## src/rtl/uart_rx_pkg.sv

```systemverilog
// uart_rx_pkg: shared types and constants for the UART RX frame controller.
// Holds the FSM state enum, bit-index constants and parity encodings.
package uart_rx_pkg;

  typedef enum logic [2:0] {
    IDLE,
    START,
    DATA,
    PARITY,
    STOP
  } rx_state_e;

  localparam int START_IDX      = 1;
  localparam int FIRST_DATA_IDX = 2;

  localparam logic EVEN = 1'b0;
  localparam logic ODD  = 1'b1;

  function automatic logic maj3(
    input logic a,
    input logic b,
    input logic c
  );
    return (a & b) | (a & c) | (b & c);
  endfunction

endpackage

```

## src/rtl/uart_rx_sampler.sv

```systemverilog
// uart_rx_sampler: mid-bit sampler for the UART RX path.
// Ports: i_clk, i_rst, i_rx, i_prescaler, i_edge_cnt in;
//        o_sample (held bit value), o_done (one-cycle strobe) out.
// Macro UART_RX_MAJORITY_VOTE_EN: 2-of-3 vote at SP-1/SP/SP+1.
module uart_rx_sampler #(
  parameter int PRESC_W = 6
) (
  input  logic               i_clk,
  input  logic               i_rst,
  input  logic               i_rx,
  input  logic [PRESC_W-1:0] i_prescaler,
  input  logic [PRESC_W-1:0] i_edge_cnt,
  output logic               o_sample,
  output logic               o_done
);
  import uart_rx_pkg::*;

  logic [PRESC_W-1:0] w_sp;
  logic               r_sample;
  logic               r_done;

  assign w_sp     = i_prescaler >> 1;
  assign o_sample = r_sample;
  assign o_done   = r_done;

`ifdef UART_RX_MAJORITY_VOTE_EN
  localparam logic [PRESC_W-1:0] ONE = PRESC_W'(1);

  logic [PRESC_W-1:0] w_sp_m1;
  logic [PRESC_W-1:0] w_sp_p1;
  logic               r_s0;
  logic               r_s1;

  assign w_sp_m1 = w_sp - ONE;
  assign w_sp_p1 = w_sp + ONE;

  // The third vote is taken live at SP+1 and resolved on that edge.
  always_ff @(posedge i_clk) begin
    if (i_rst) begin
      r_s0     <= 1'b1;
      r_s1     <= 1'b1;
      r_sample <= 1'b1;
      r_done   <= 1'b0;
    end else begin
      r_done <= 1'b0;
      if (i_edge_cnt == w_sp_m1) r_s0 <= i_rx;
      if (i_edge_cnt == w_sp)    r_s1 <= i_rx;
      if (i_edge_cnt == w_sp_p1) begin
        r_sample <= maj3(r_s0, r_s1, i_rx);
        r_done   <= 1'b1;
      end
    end
  end
`else
  always_ff @(posedge i_clk) begin
    if (i_rst) begin
      r_sample <= 1'b1;
      r_done   <= 1'b0;
    end else begin
      r_done <= 1'b0;
      if (i_edge_cnt == w_sp) begin
        r_sample <= i_rx;
        r_done   <= 1'b1;
      end
    end
  end
`endif

endmodule

```

## src/rtl/uart_rx_ctrl.sv

```systemverilog
// uart_rx_ctrl: UART receive frame controller (start/data/parity/stop).
// In: CLK, RST, RX_IN, PAR_EN, PAR_TYP, prescaler, edge_counter,
//     bit_counter. Out: counter_en, P_DATA, data_valid, par_err,
//     stp_err, busy. Macro UART_RX_MAJORITY_VOTE_EN: voted sampling.
module uart_rx_ctrl #(
  parameter int DATA_WIDTH = 8,
  parameter int PRESC_W    = 6,
  parameter int BCNT_W     = 4
) (
  input  logic                  CLK,
  input  logic                  RST,
  input  logic                  RX_IN,
  input  logic                  PAR_EN,
  input  logic                  PAR_TYP,
  input  logic [PRESC_W-1:0]    prescaler,
  input  logic [PRESC_W-1:0]    edge_counter,
  input  logic [BCNT_W-1:0]     bit_counter,
  output logic                  counter_en,
  output logic [DATA_WIDTH-1:0] P_DATA,
  output logic                  data_valid,
  output logic                  par_err,
  output logic                  stp_err,
  output logic                  busy
);
  import uart_rx_pkg::*;

  localparam logic [BCNT_W-1:0] LAST_BIT =
    BCNT_W'(FIRST_DATA_IDX + DATA_WIDTH - 1);

  rx_state_e             r_state;
  logic [DATA_WIDTH-1:0] r_shift;
  logic [DATA_WIDTH-1:0] r_pdata;
  logic                  r_dv;
  logic                  r_pe;
  logic                  r_se;
  logic                  r_par_flag;

  logic w_bit;
  logic w_done;
  logic w_eob;
  logic w_par_exp;

  uart_rx_sampler #(
    .PRESC_W (PRESC_W)
  ) u_sampler (
    .i_clk       (CLK),
    .i_rst       (RST),
    .i_rx        (RX_IN),
    .i_prescaler (prescaler),
    .i_edge_cnt  (edge_counter),
    .o_sample    (w_bit),
    .o_done      (w_done)
  );

  assign w_eob     = (edge_counter == prescaler);
  assign w_par_exp = (^r_shift) ^ (PAR_TYP == ODD);

  assign counter_en = (r_state != IDLE);
  assign busy       = (r_state != IDLE);
  assign P_DATA     = r_pdata;
  assign data_valid = r_dv;
  assign par_err    = r_pe;
  assign stp_err    = r_se;

  // The sampled bit is always resolved before EOB, so EOB
  // decisions read the held sample directly.
  always_ff @(posedge CLK) begin
    if (RST) begin
      r_state    <= IDLE;
      r_shift    <= '0;
      r_pdata    <= '0;
      r_dv       <= 1'b0;
      r_pe       <= 1'b0;
      r_se       <= 1'b0;
      r_par_flag <= 1'b0;
    end else begin
      r_dv <= 1'b0;
      r_pe <= 1'b0;
      r_se <= 1'b0;
      unique case (r_state)
        IDLE: begin
          r_par_flag <= 1'b0;
          if (!RX_IN) r_state <= START;
        end
        START: begin
          if (w_eob) r_state <= w_bit ? IDLE : DATA;
        end
        DATA: begin
          if (w_done)
            r_shift <= {w_bit, r_shift[DATA_WIDTH-1:1]};
          if (w_eob && bit_counter == LAST_BIT)
            r_state <= PAR_EN ? PARITY : STOP;
        end
        PARITY: begin
          if (w_eob) begin
            r_par_flag <= (w_bit != w_par_exp);
            r_state    <= STOP;
          end
        end
        STOP: begin
          if (w_eob) begin
            r_state <= IDLE;
            r_se    <= ~w_bit;
            r_pe    <= r_par_flag;
            if (w_bit && !r_par_flag) begin
              r_pdata <= r_shift;
              r_dv    <= 1'b1;
            end
          end
        end
        default: r_state <= IDLE;
      endcase
    end
  end

endmodule

```

## config.mk

```make
export PLATFORM = sky130hd
export DESIGN_NAME = uart_rx_ctrl
export DESIGN_NICKNAME = d
export VERILOG_FILES = /design/src/rtl/uart_rx_pkg.sv /design/src/rtl/uart_rx_sampler.sv /design/src/rtl/uart_rx_ctrl.sv
export SDC_FILE = /design/constraint.sdc
export NUM_CORES = 1
export LEC_CHECK = 0
export ABC_AREA = 1
export BUFFER_PORTS_ARGS = -buffer_cell sky130_fd_sc_hd__buf_2
export CAP_MARGIN = 20
export CORE_MARGIN = 3
export CORE_UTILIZATION = 40
export CTS_CLUSTER_DIAMETER = 100
export CTS_CLUSTER_SIZE = 14
export DETAILED_ROUTE_END_ITERATION = 16
export PLACE_DENSITY_LB_ADDON = 0.3
export RECOVER_POWER = 25
export SLEW_MARGIN = 20
export SYNTH_ARGS = -nofsm -noshare
export SYNTH_HDL_FRONTEND = slang
export SYNTH_SLANG_ARGS = --single-unit
export TNS_END_PERCENT = 5
```

## constraint.sdc

```tcl
create_clock -name CLK -period 1.35 [get_ports CLK]
set_input_delay 0.135 -clock CLK [delete_from_list [all_inputs] [get_ports CLK]]
set_output_delay 0.135 -clock CLK [all_outputs]
set_load 0.03 [all_outputs]
```

# Word level (Yosys, flattened, before mapping)
# Index checks and enable logic that the tools add are counted.
# op_classes
n_reduce_logical	12
n_bitwise	4
eq_ne	13
n_mux	12
# op_table
cell	n
two-way mux 3 bit	6
case mux 3 bit (5 select lines)	1
inequality test 2 bit (second input constant)	5
parity 8 bit	1
equality test 3 x 2 -> 1 bit (second input constant)	2
equality test 6 x 5 -> 1 bit	1
equality test 6 bit	1
AND reduction 5 bit	1
equality test 4 bit (second input constant)	1
AND reduction 2 bit	2
equality test 3 x 1 -> 1 bit (second input constant)	1
equality test 3 bit (second input constant)	1
logical NOT 3 bit	1
two-way mux 1 bit	3
inverter 1 bit	3
AND reduction 3 bit	1
nonzero test 3 bit	1
OR reduction 3 bit	1
logical AND 1 bit	2
two-way mux 2 bit	1
case mux 1 bit (2 select lines)	1
nonzero test 2 bit	1
logical NOT 1 bit	1
inequality test 1 bit	1
bitwise XOR 1 bit	1
# word_totals
output_inout_bits	13
reg_bits	25
in_bits	21
word_cells	50

# Longest topological paths before layout
# Gate-level depths: netlist of the first run.
# logic_depth
depth_word	5
mapped_depth	11
depth_no_buf	10

# Modules after synthesis
# A second synthesis of the first run with hierarchy kept.
# hier_totals
hier_cells	239
hier_area_um2	1453.9
# by_module_without_submodules
mod	seq_area_each_um2	cells_per_inst	n_inst	area_each_um2
uart_rx_ctrl	460.4	204	1	1277.5
uart_rx_sampler	40.0	35	1	176.4

# Worst setup path before layout of the first run
# No wires, ideal clock.
# synth_path
kind	register to register
from	register r_state[2]
to	register r_shift[5]
arrival_time_ps	1047
setup_slack_ps	184
setup_time_ps	119
n_path_buf	1
stages_incl_launch_ff	8
required_time_ps	1231
period_less_slack_ps	1166
cell_sequence	dfxtp_1 -> inv_1 -> nand2_1 -> nor2_1 -> nand2_1 -> buf_2 -> o21ai_1 -> a21oi_1
# synth_between
elab_chain_cells	2
# synth_lines
item	line	source
from (decl)	uart_rx_ctrl.sv:30	rx_state_e r_state;
from (signal assigned)	uart_rx_ctrl.sv:86	if (w_eob) r_state <= w_bit ? IDLE : DATA;
from (signal assigned)	uart_rx_ctrl.sv:92	r_state <= PAR_EN ? PARITY : STOP;
equality test 3 x 2 -> 1 bit	uart_rx_ctrl.sv:80	unique case (r_state)
AND reduction 2 bit (no source line)	n/a	
to (signal assigned)	uart_rx_ctrl.sv:90	r_shift <= {w_bit, r_shift[DATA_WIDTH-1:1]};
to (decl)	uart_rx_ctrl.sv:31	logic [DATA_WIDTH-1:0] r_shift;
# No other way between the ends.
# A chain may end at the register's enable or synchronous reset.

# Worst setup path in the final report of the first run
# layout_path
from	register r_state[2]
to	output busy
# layout_between
elab_chain_cells	1
# layout_lines
item	line	source
nonzero test 3 bit	uart_rx_ctrl.sv:59	assign busy = (r_state != IDLE);
to (decl)	uart_rx_ctrl.sv:23	output logic busy
# No other way between the ends.

==> results of run 1 <==
metrics by stage:
step	setup TNS, ns	instance area, sq um	setup slack [ns]	utilization [%]
after global routing	-0.0255	1640	-0.0226	51.7
after detailed placement	0	1610	0.0835	50.5
after floorplan	0	1400	0.184	-
after global placement	0	1610	0.0953	50.5
after CTS	0	1640	0.0202	51.6
final	0	1640	0.0632	51.7
how the worst min path moves through the flow:
| stage | to | depth (start not counted) |
|---|---|---|
| final | r_state[2] | 2 |
| after global routing | r_state[2] | 2 |
| after CTS | r_state[2] | 2 |
| after detailed placement | r_state[2] | 2 |
| after global placement | r_state[2] | 2 |
| after floorplan | r_state[2] | 1 |
state kept, by name, indices dropped and copies added, names as in the netlist:
register and flops:
stp_err 1, u_sampler.o_done 1, P_DATA 8, par_err 1, u_sampler.o_sample 1, r_shift 8, r_par_flag 1, r_state 3
data_valid 1
per-layer routing:
layer	vias to the layer above	GRT usage (%)
li1	770	-
met1	598	18.8
met2	32	21.1
met3	0	2.08
met4	0	3.11
met5	-	0
power breakdown:
part | total [mW] | internal (mW) | leakage (nW) | switching (mW)
clock network | 0.329 | 0.115 | 0.0150 | 0.214
logic | 0.701 | 0.249 | 0.690 | 0.452
registers | 0.832 | 0.783 | 0.203 | 0.0487
final cells by class:
cell class | count | area, sq um
Fill cell | 348 | 1540
Timing Repair Buffer | 37 | 186
Tap cell | 44 | 55.1
Inverter | 46 | 173
Clock buffer | 4 | 26.3
Sequential cell | 25 | 504
Multi-Input combinational cell | 156 | 697
worst max-delay path, stage by stage, from the launching register on:
cell     delay (ns)
dfxtp_2        0.36
nor3_2         0.19
inv_1          0.11
buf_2          0.19
kinds of logic (layout without fill, tap and decap cells):
kind of cell | count (synthesis) | in the layout | synth area share [%]
AND/OR/NAND/NOR | 128 | 128 | 38.7
buffers and inverters | 51 | 87 | 14.7
AO/OA/AOI/OAI | 27 | 27 | 10.0
flip-flops | 25 | 25 | 35.9
XOR/XNOR | 1 | 1 | 0.628
timing repair:
item,4_1_cts,5_1_grt
pin swaps,0,1
resized for setup,0,6
endpoints found under the setup margin,2,6
setup buffers,1,0
placed cells by master, fill, tap and decap left out, types with 2 or more instances in the layout:
cell / netlist / final
nand2_1: 71 / 71
inv_1: 42 / 42
nor2_1: 33 / 32
buf_2: 2 / 26
dfxtp_1: 25 / 22
a21oi_1: 13 / 13
nand3_1: 12 / 12
clkbuf_1: 1 / 8
nor2_2: 5 / 6
o21ai_0: 6 / 5
o21ai_1: 4 / 5
inv_2: 4 / 4
o22ai_1: 4 / 4
buf_4: 1 / 4
clkbuf_4: 0 / 3
dfxtp_2: 0 / 3
nand2_2: 2 / 2
nand4_1: 2 / 2
==> impl_results.md, run 1 <==
- Outcome: complete, no violations
- Max VDD drop: 0.414 mV
- Synth async-reset ratio: 0%
- Top_reg_cell synth: dfxtp_1
- Slew of the pin with the lowest slew margin: 0.371 ns
- GRT Util Overall: 13.3%
- Total power: 1.86 mW
- Die Y: 65.1 um
- Critical R2R Launch: r_state[2]
- Top routing layer used: met3
- DRT iter0 DRCs: 75
- Worst min-delay path category: in2reg
- Fin Hold WS: 0.0321 ns
- CP Launch Point: r_state[2]
- Critical path launch point type: flop
- Htree depth: 1
- Synth top cells by count: 71 x nand2_1, 42 x inv_1, 33 x nor2_1
- Skew-Pair Late Insertion Delay: 0.31 ns
- EDFF count, synth: 0
- Port Buf Inserts: 33
- Initial Util: 43.9%
- Clock sink count: 25
- Synth Cell Area: 1400 sq um
- Crit Path Class: reg2out
- R2R depth: 11
- Row count: 20
- Count leader, synth: nand2_1
- Setup crit end kind: primary output
- R2R Path End: r_state[0]
- CTS Buf Count: 3
- Reg2Reg Setup Slack: 0.08 ns
- CP Max Fanout: 3
- Pwr dens: 1130 nW/um^2
- CTS Hold Bufs: 0
- Critical path arrival: 1.15 ns
- Root Driver: clkbuf_4
- GPL Wtd Cong: 0.797
- Register clock-pin slew on the reported worst setup and hold paths: 0.13 ns
- Layout Nets: 290
- Top cells by area, synth: dfxtp_1 36%, nand2_1 19%, inv_1 11%, nor2_1 8.9%, a21oi_1 4.7%
- Initial antenna violation count: 0
- Final period util: 95.3%
- N_diodes: 0
- Total wire length: 2900 um
- Critical hold path startpoint: RST
- Area delta synth->final: 17.7%
- Max-cap violations: 0
- DR pass1 iterations: 4
- Dpl cells: 307
- Setup Skew: 0.00112 ns
- Post-DRT Antenna Nets: 0
- Mapped Nets: 253
- Grt total ovfl: 0
- Share of the synthesized area in the top cell type: 35.9%
- Critical path endpoint: busy
- TritonCTS clock tree: built
- DR DRC count: 0
- Drt wl/cell: 9.28 um
- Chip width: 65.1 um
- Register area share after synthesis: 35.9%
- Deepest clock path buffer count: 2
- Share of cells above drive strength 1: 19.0%
- Tmin final: 1.29 ns
- Vias in the first global route: 1,102
- Syn_area_per_cell: 6.01 sq um
- Non-Filler Instances: 312
- Synth Instances: 232
- Metal-1 WL: 1470 um
- Metal3 WL: 126 um
- Met2 WL: 1300 um
- # IOs: 34
- Global-route wire length before repair: 4570 um
- Routed vias: 1,400
- Largest net degree at the start of global routing: 22
- Max Freq: 777 MHz
- Final setup viols: 0
- Hold Fails Final Rpt: 0
- LEAKAGE: 0.908 nW
- Worst path required time: 1.22 ns
- Die area: 4230 sq um
- Core area: 3180 sq um
- Ys Warns: 0
- Largest area contributor in the netlist: dfxtp_1
- Max-slew headroom: 75.3%
- Max-slew violation count: 0
- DP HPWL: 2220 um
- Via density: 4.49
- Synthesized flop and latch total: 25
- Yosys cell types: 21
Note: power is estimated with default switching activity, not from simulation.
==> run 2, diff against run 1 <==
--- a/config.mk
+++ b/config.mk
@@ -10,6 +10,7 @@
 export CAP_MARGIN = 20
 export CORE_MARGIN = 3
 export CORE_UTILIZATION = 40
+export CTS_BUF_LIST = sky130_fd_sc_hd__clkbuf_16
 export CTS_CLUSTER_DIAMETER = 100
 export CTS_CLUSTER_SIZE = 14
 export DETAILED_ROUTE_END_ITERATION = 16
==> run 2 against run 1 <==
Against the previous run:
- combinational power decreased by 6.4%
- sequential cell count unchanged
- sequential power decreased by 2%
- sequential share of layout area decreased by 0.91 points
- non-clock buffer count decreased by 1
- cell count decreased by 0.32%
- die area unchanged
- first-iteration DRC count decreased by 9.3%
- fmax increased by 0.42%
==> impl_results.md, run 2 (synthesized netlist as in run 1, its figures left out) <==
- Post-DRT Antenna Nets: 0 (unchanged)
- Layout Nets: 289 (-0.34%)
- Worst path required time: 1.22 ns (about the same)
- Final core occ: 52.8% (+1.2 points)
- Multi-input gate area: 692 sq um (-0.72%)
- DP HPWL: 2220 um (unchanged)
- Vias in the first global route: 1,123 (+1.9%)
- Crit Path Class: reg2out
- Tmin final: 1.28 ns (-0.00542 ns)
- Die area: 4230 sq um (unchanged)
- Post-CTS setup buffers: 0 (-1)
- Die Y: 65.1 um (unchanged)
- Final setup viols: 0 (unchanged)
- Via density: 4.52 (+0.82%)
- Share of cells above drive strength 1: 17.6% (-1.4 points)
- Max-slew violation count: 0 (unchanged)
- N_diodes: 0 (unchanged)
- CTS Buf Count: 3 (unchanged)
- Setup Skew: 0.00148 ns (+0.000369 ns)
- Outcome: complete, no violations
- Hold path depth: 2 (unchanged)
- Critical path launch point type: flop
- Max VDD drop: 0.627 mV (+51%)
- GPL Wtd Cong: 0.797 (unchanged)
- Fillcell total: 343 (-1.4%)
- Total wire length: 2970 um (+2.5%)
- Slowest cell on the critical path: dfxtp_1
- Register clock-pin slew on the reported worst setup and hold paths: 0.06 ns (-0.07 ns)
- Reg2Reg Setup Slack: 0.11 ns (+0.03 ns)
- Crit-path cells: nor3_1 -> inv_1 -> buf_2
- Slew of the pin with the lowest slew margin: 0.371 ns (+0.00000226 ns)
- DRT iter0 DRCs: 68 (-9.3%)
- Pwr dens: 1260 nW/um^2 (+11%)
- DR pass1 iterations: 4 (unchanged)
- LEAKAGE: 0.932 nW (+2.7%)
- CP Launch Point: r_state[0]
- Largest net degree at the start of global routing: 22 (unchanged)
- CP Max Fanout: 4 (+1)
- Drt wl/cell: 9.54 um (+2.8%)
- Skew-Pair Late Insertion Delay: 0.25 ns (-0.06 ns)
- Commonest cells after routing, fill and taps aside: 71 x nand2_1, 43 x inv_1, 32 x nor2_1
- Deepest clock path buffer count: 2 (unchanged)
- Routed vias: 1,407 (+0.50%)
- Fin Hold WS: 0.107 ns (+0.0747 ns)
- Hold Fails Final Rpt: 0 (unchanged)
- Critical path arrival: 1.15 ns (about the same)
- Clock sink count: 25 (unchanged)
- Initial Util: 43.9% (unchanged)
- TritonCTS clock tree: built
- Reg area: 500 sq um (-0.74%)
- DR DRC count: 0 (unchanged)
- Post-route design area: 1680 sq um (+2.3%)
- Root Driver: clkbuf_16
- Crit-path max cell delay: 0.36 ns (about the same)
- Critical hold path startpoint: RST
- # IOs: 34 (unchanged)
- Area delta synth->final: 20.4%
- Commonest non-fill, non-tap cell in the layout: nand2_1
- Max Freq: 780 MHz (+0.42%)
- Final period util: 94.9% (-0.40 points)
- R2R depth: 10 (-1)
- GRT Util Overall: 13.8% (+0.58 points)
- Initial antenna violation count: 0 (unchanged)
- Hold endpoint: r_state[2]
- Htree depth: 1 (unchanged)
- Worst min-delay path category: in2reg
- R2R Path End: r_state[0]
- Dpl cells: 307 (unchanged)
- Non-Filler Instances: 311 (-0.32%)
- Global-route wire length before repair: 4710 um (+3.0%)
- Grt total ovfl: 0 (unchanged)
- Chip width: 65.1 um (unchanged)
- Max-cap violations: 0 (unchanged)
- Setup crit end kind: primary output
- Critical R2R Launch: r_state[1]
- Core area: 3180 sq um (unchanged)
- Row count: 20 (unchanged)
- Max-slew headroom: 75.3% (about the same)
- DP Area: 1610 sq um (unchanged)
- Port Buf Inserts: 33 (unchanged)
## run 2: cell count changes in the layout (fill, tap and decap cells not counted), moves of 2 or more
cell,previous run,this run
dfxtp_2,3,0
clkbuf_16,0,3
clkbuf_4,3,0
dfxtp_1,22,25
clkbuf_1,8,6
## run 2: per-layer routing
layer  GRT usage [%]  wire, um
met1            18.9      1450
met2            22.6      1380
met3            1.56       141
met4            4.66         0
met5               0         0
## run 2: final cells by class
| type | instances | area share (%) |
|---|---|---|
| Sequential cell | 25 | 29.8 |
| Inverter | 46 | 10.3 |
| Multi-Input combinational cell | 156 | 41.2 |
| Clock buffer | 3 | 4.47 |
| Clock inverter | 1 | 0.224 |
| Tap cell | 44 | 3.28 |
| Timing Repair Buffer | 36 | 10.7 |
## run 2: worst max-delay path by stage
stage	to	slack, ns	depth (start not counted)
floorplan	r_shift[5]	0.18	7
global placement	P_DATA[6]	0.1	10
detailed placement	P_DATA[6]	0.08	10
CTS	counter_en	0.08	3
global route	r_state[0]	-0.008	10
finish	busy	0.07	3
## run 2: power breakdown
group	internal [mW]	switching, mW	leakage, nW
combinational	0.215	0.440	0.688
clock	0.395	0.244	0.0423
sequential	0.775	0.0430	0.202
total	1.39	0.728	0.932
## run 2: metrics by stage
step / setup TNS, ns / total power, mW / setup WS (ns)
floorplan: 0 / 1.33 / 0.184
global placement: 0 / 1.47 / 0.0953
detailed placement: 0 / 1.47 / 0.0835
CTS: 0 / 2.11 / 0.0778
global route: -0.00899 / 2.23 / -0.00774
finish: 0 / 2.11 / 0.0686
## run 2: critical path, delay by kind of cell (launching register included)
| kind | cells | cell delay [ns] |
|---|---|---|
| and+or+nand+nor | 1 | 0.19 |
| buffers and inverters | 2 | 0.34 |
| DFF | 1 | 0.36 |
## run 2: repair_timing
action                                  4_1_cts  5_1_grt
gates resized for setup                       0        1
endpoints found under the setup margin        0        3
hold buffers                                  0        0
endpoints found under the hold margin         0        0
==> run 3, diff against run 2 <==
--- a/config.mk
+++ b/config.mk
@@ -14,6 +14,7 @@
 export CTS_CLUSTER_DIAMETER = 100
 export CTS_CLUSTER_SIZE = 14
 export DETAILED_ROUTE_END_ITERATION = 16
+export GPL_TIMING_DRIVEN = 0
 export PLACE_DENSITY_LB_ADDON = 0.3
 export RECOVER_POWER = 25
 export SLEW_MARGIN = 20
==> run 3 against run 2 <==
Against the previous run:
- clock power increased by 0.6%
- global-route usage increased by 0.67 points
- sequential share of layout area decreased by 0.58 points
- total power increased by 5.7%
- via count decreased by 0.43%
- die area unchanged
- count of clock-buffer cells in the layout unchanged
- non-clock buffer count increased by 3
- combinational power increased by 15%
- worst setup slack got worse by 0.066 ns
==> impl_results.md, run 3 (synthesized netlist as in run 1, its figures left out) <==
- Outcome: complete, no violations
- Deepest clock path buffer count: 2 (unchanged)
- Final setup viols: 0 (unchanged)
- Max Freq: 742 MHz (-4.9%)
- Global-route wire length before repair: 4970 um (+5.7%)
- Pwr dens: 1290 nW/um^2 (+2.8%)
- Worst path required time: 1.22 ns (about the same)
- Critical R2R Launch: r_state[2]
- Final period util: 99.8% (+4.9 points)
- Core area: 3180 sq um (unchanged)
- Routed vias: 1,401 (-0.43%)
- # IOs: 34 (unchanged)
- Slew of the pin with the lowest slew margin: 0.375 ns (+0.00380 ns)
- GPL Wtd Cong: 0.798 (+0.18%)
- Max-slew violation count: 0 (unchanged)
- Root Driver: clkbuf_16
- DR pass1 iterations: 4 (unchanged)
- DR DRC count: 0 (unchanged)
- Layout Nets: 292 (+1.0%)
- CTS Hold Bufs: 0 (unchanged)
- R2R depth: 9 (-1)
- Commonest cells after routing, fill and taps aside: 69 x nand2_1, 41 x inv_1, 32 x nor2_1
- Hold endpoint: r_state[2]
- Worst min-delay path category: in2reg
- Post-route design area: 1730 sq um (+2.8%)
- Crit Path Class: reg2out
- CP Max Fanout: 4 (unchanged)
- Skew-Pair Late Insertion Delay: 0.25 ns (about the same)
- DRT iter0 DRCs: 66 (-2.9%)
- Vias in the first global route: 1,207 (+7.5%)
- Initial antenna violation count: 0 (unchanged)
- Chip width: 65.1 um (unchanged)
- Critical path arrival: 1.21 ns (+0.06 ns)
- Reg2Reg Setup Slack: 0.09 ns (-0.02 ns)
- Die area: 4230 sq um (unchanged)
- Die Y: 65.1 um (unchanged)
- LEAKAGE: 0.953 nW (+2.3%)
- Drt wl/cell: 9.46 um (-0.86%)
- Max-slew headroom: 75.0% (-0.36 points)
- Via density: 4.46 (-1.4%)
- Max VDD drop: 0.632 mV (+0.70%)
- Setup Skew: 0.00311 ns (+0.00162 ns)
- Register clock-pin slew on the reported worst setup and hold paths: 0.06 ns (about the same)
- Total power: 2.23 mW (+5.7%)
- CTS Buf Count: 3 (unchanged)
- Clock sink count: 25 (unchanged)
- Htree depth: 1 (unchanged)
- Hold path depth: 2 (unchanged)
- Share of cells above drive strength 1: 20.7% (+3.1 points)
- Grt total ovfl: 0 (unchanged)
- GRT Util Overall: 14.5% (+0.67 points)
- Setup crit end kind: primary output
- Largest net degree at the start of global routing: 15 (-32%)
- N_diodes: 0 (unchanged)
- Tmin final: 1.35 ns (+0.0662 ns)
- R2R Path End: r_state[0]
- Port Buf Inserts: 33 (unchanged)
- Critical hold path startpoint: RST
- DP Area: 1620 sq um (+0.62%)
- Fin Hold WS: 0.0940 ns (-0.0128 ns)
- Critical path launch point type: flop
- Commonest non-fill, non-tap cell in the layout: nand2_1
- Post-DRT Antenna Nets: 0 (unchanged)
- TritonCTS clock tree: built
- Total wire length: 2970 um (+0.10%)
- DP HPWL: 2310 um (+4.0%)
- Hold Fails Final Rpt: 0 (unchanged)
- Row count: 20 (unchanged)
- Area delta synth->final: 23.7%
- Initial Util: 43.9% (unchanged)
- Max-cap violations: 0 (unchanged)
-- run 3: cell types whose count changed in the layout (fill, tap and decap cells not counted), moves of 2 or more --
cell      before  now
dfxtp_2        0    3
clkbuf_1       6    8
dfxtp_1       25   22
nand2_1       71   69
inv_1         43   41
-- run 3: how the worst max path moves through the flow --
stage                           from    endpoint
after floorplan           r_state[2]  r_shift[5]
after global placement    r_state[2]  r_shift[6]
after detailed placement  r_state[2]  r_shift[6]
after CTS                 r_state[2]  r_shift[6]
after global routing      r_state[1]  counter_en
final                     r_state[2]  counter_en
-- run 3: timing repair --
action / CTS / global route
setup endpoints to repair: 9 / 12
resized for setup: 4 / 9
buffers inserted: 0 / 1
pin swaps: 1 / 2
hold endpoints to repair: 0 / 0
-- run 3: critical path, cell delays in order (launching register included) --
cell and delay (ns):
dfxtp_2 0.34, nor3_2 0.25, inv_2 0.09, buf_4 0.13
buf_4 0.15
-- run 3: power breakdown --
group	switching, mW	internal [mW]
registers	0.0550	0.780
logic	0.466	0.288
clock network	0.245	0.398
total	0.767	1.47
-- run 3: final cells by class --
class                      instances  area (sq um)
fill                             349          1450
multi-input combinational        156           712
sequential                        25           504
inverter                          46           173
timing repair buffer              34           166
clock buffer                       3          75.1
tap                               44          55.1
buffer                             5          35.0
clock inverter                     1          5.00
-- run 3: layer usage --
| metal | vias up | global-route usage (%) | routed length, um |
|---|---|---|---|
| li1 | 774 | - | - |
| met4 | 0 | 2.59 | 8 |
| met3 | 2 | 3.81 | 102 |
| met1 | 599 | 18.8 | 1510 |
| met2 | 26 | 24.4 | 1350 |
| met5 | - | 0 | 0 |
-- run 3: stage by stage --
stage	setup TNS (ns)	instances	worst slack [ns]	utilization [%]
after global routing	-0.0378	314	-0.0378	54.3
after floorplan	0	232	0.184	-
after detailed placement	-0.189	309	-0.102	50.8
after CTS	0	313	0.00597	53.7
after global placement	-0.151	309	-0.0778	50.8
final	0	314	0.00245	54.3
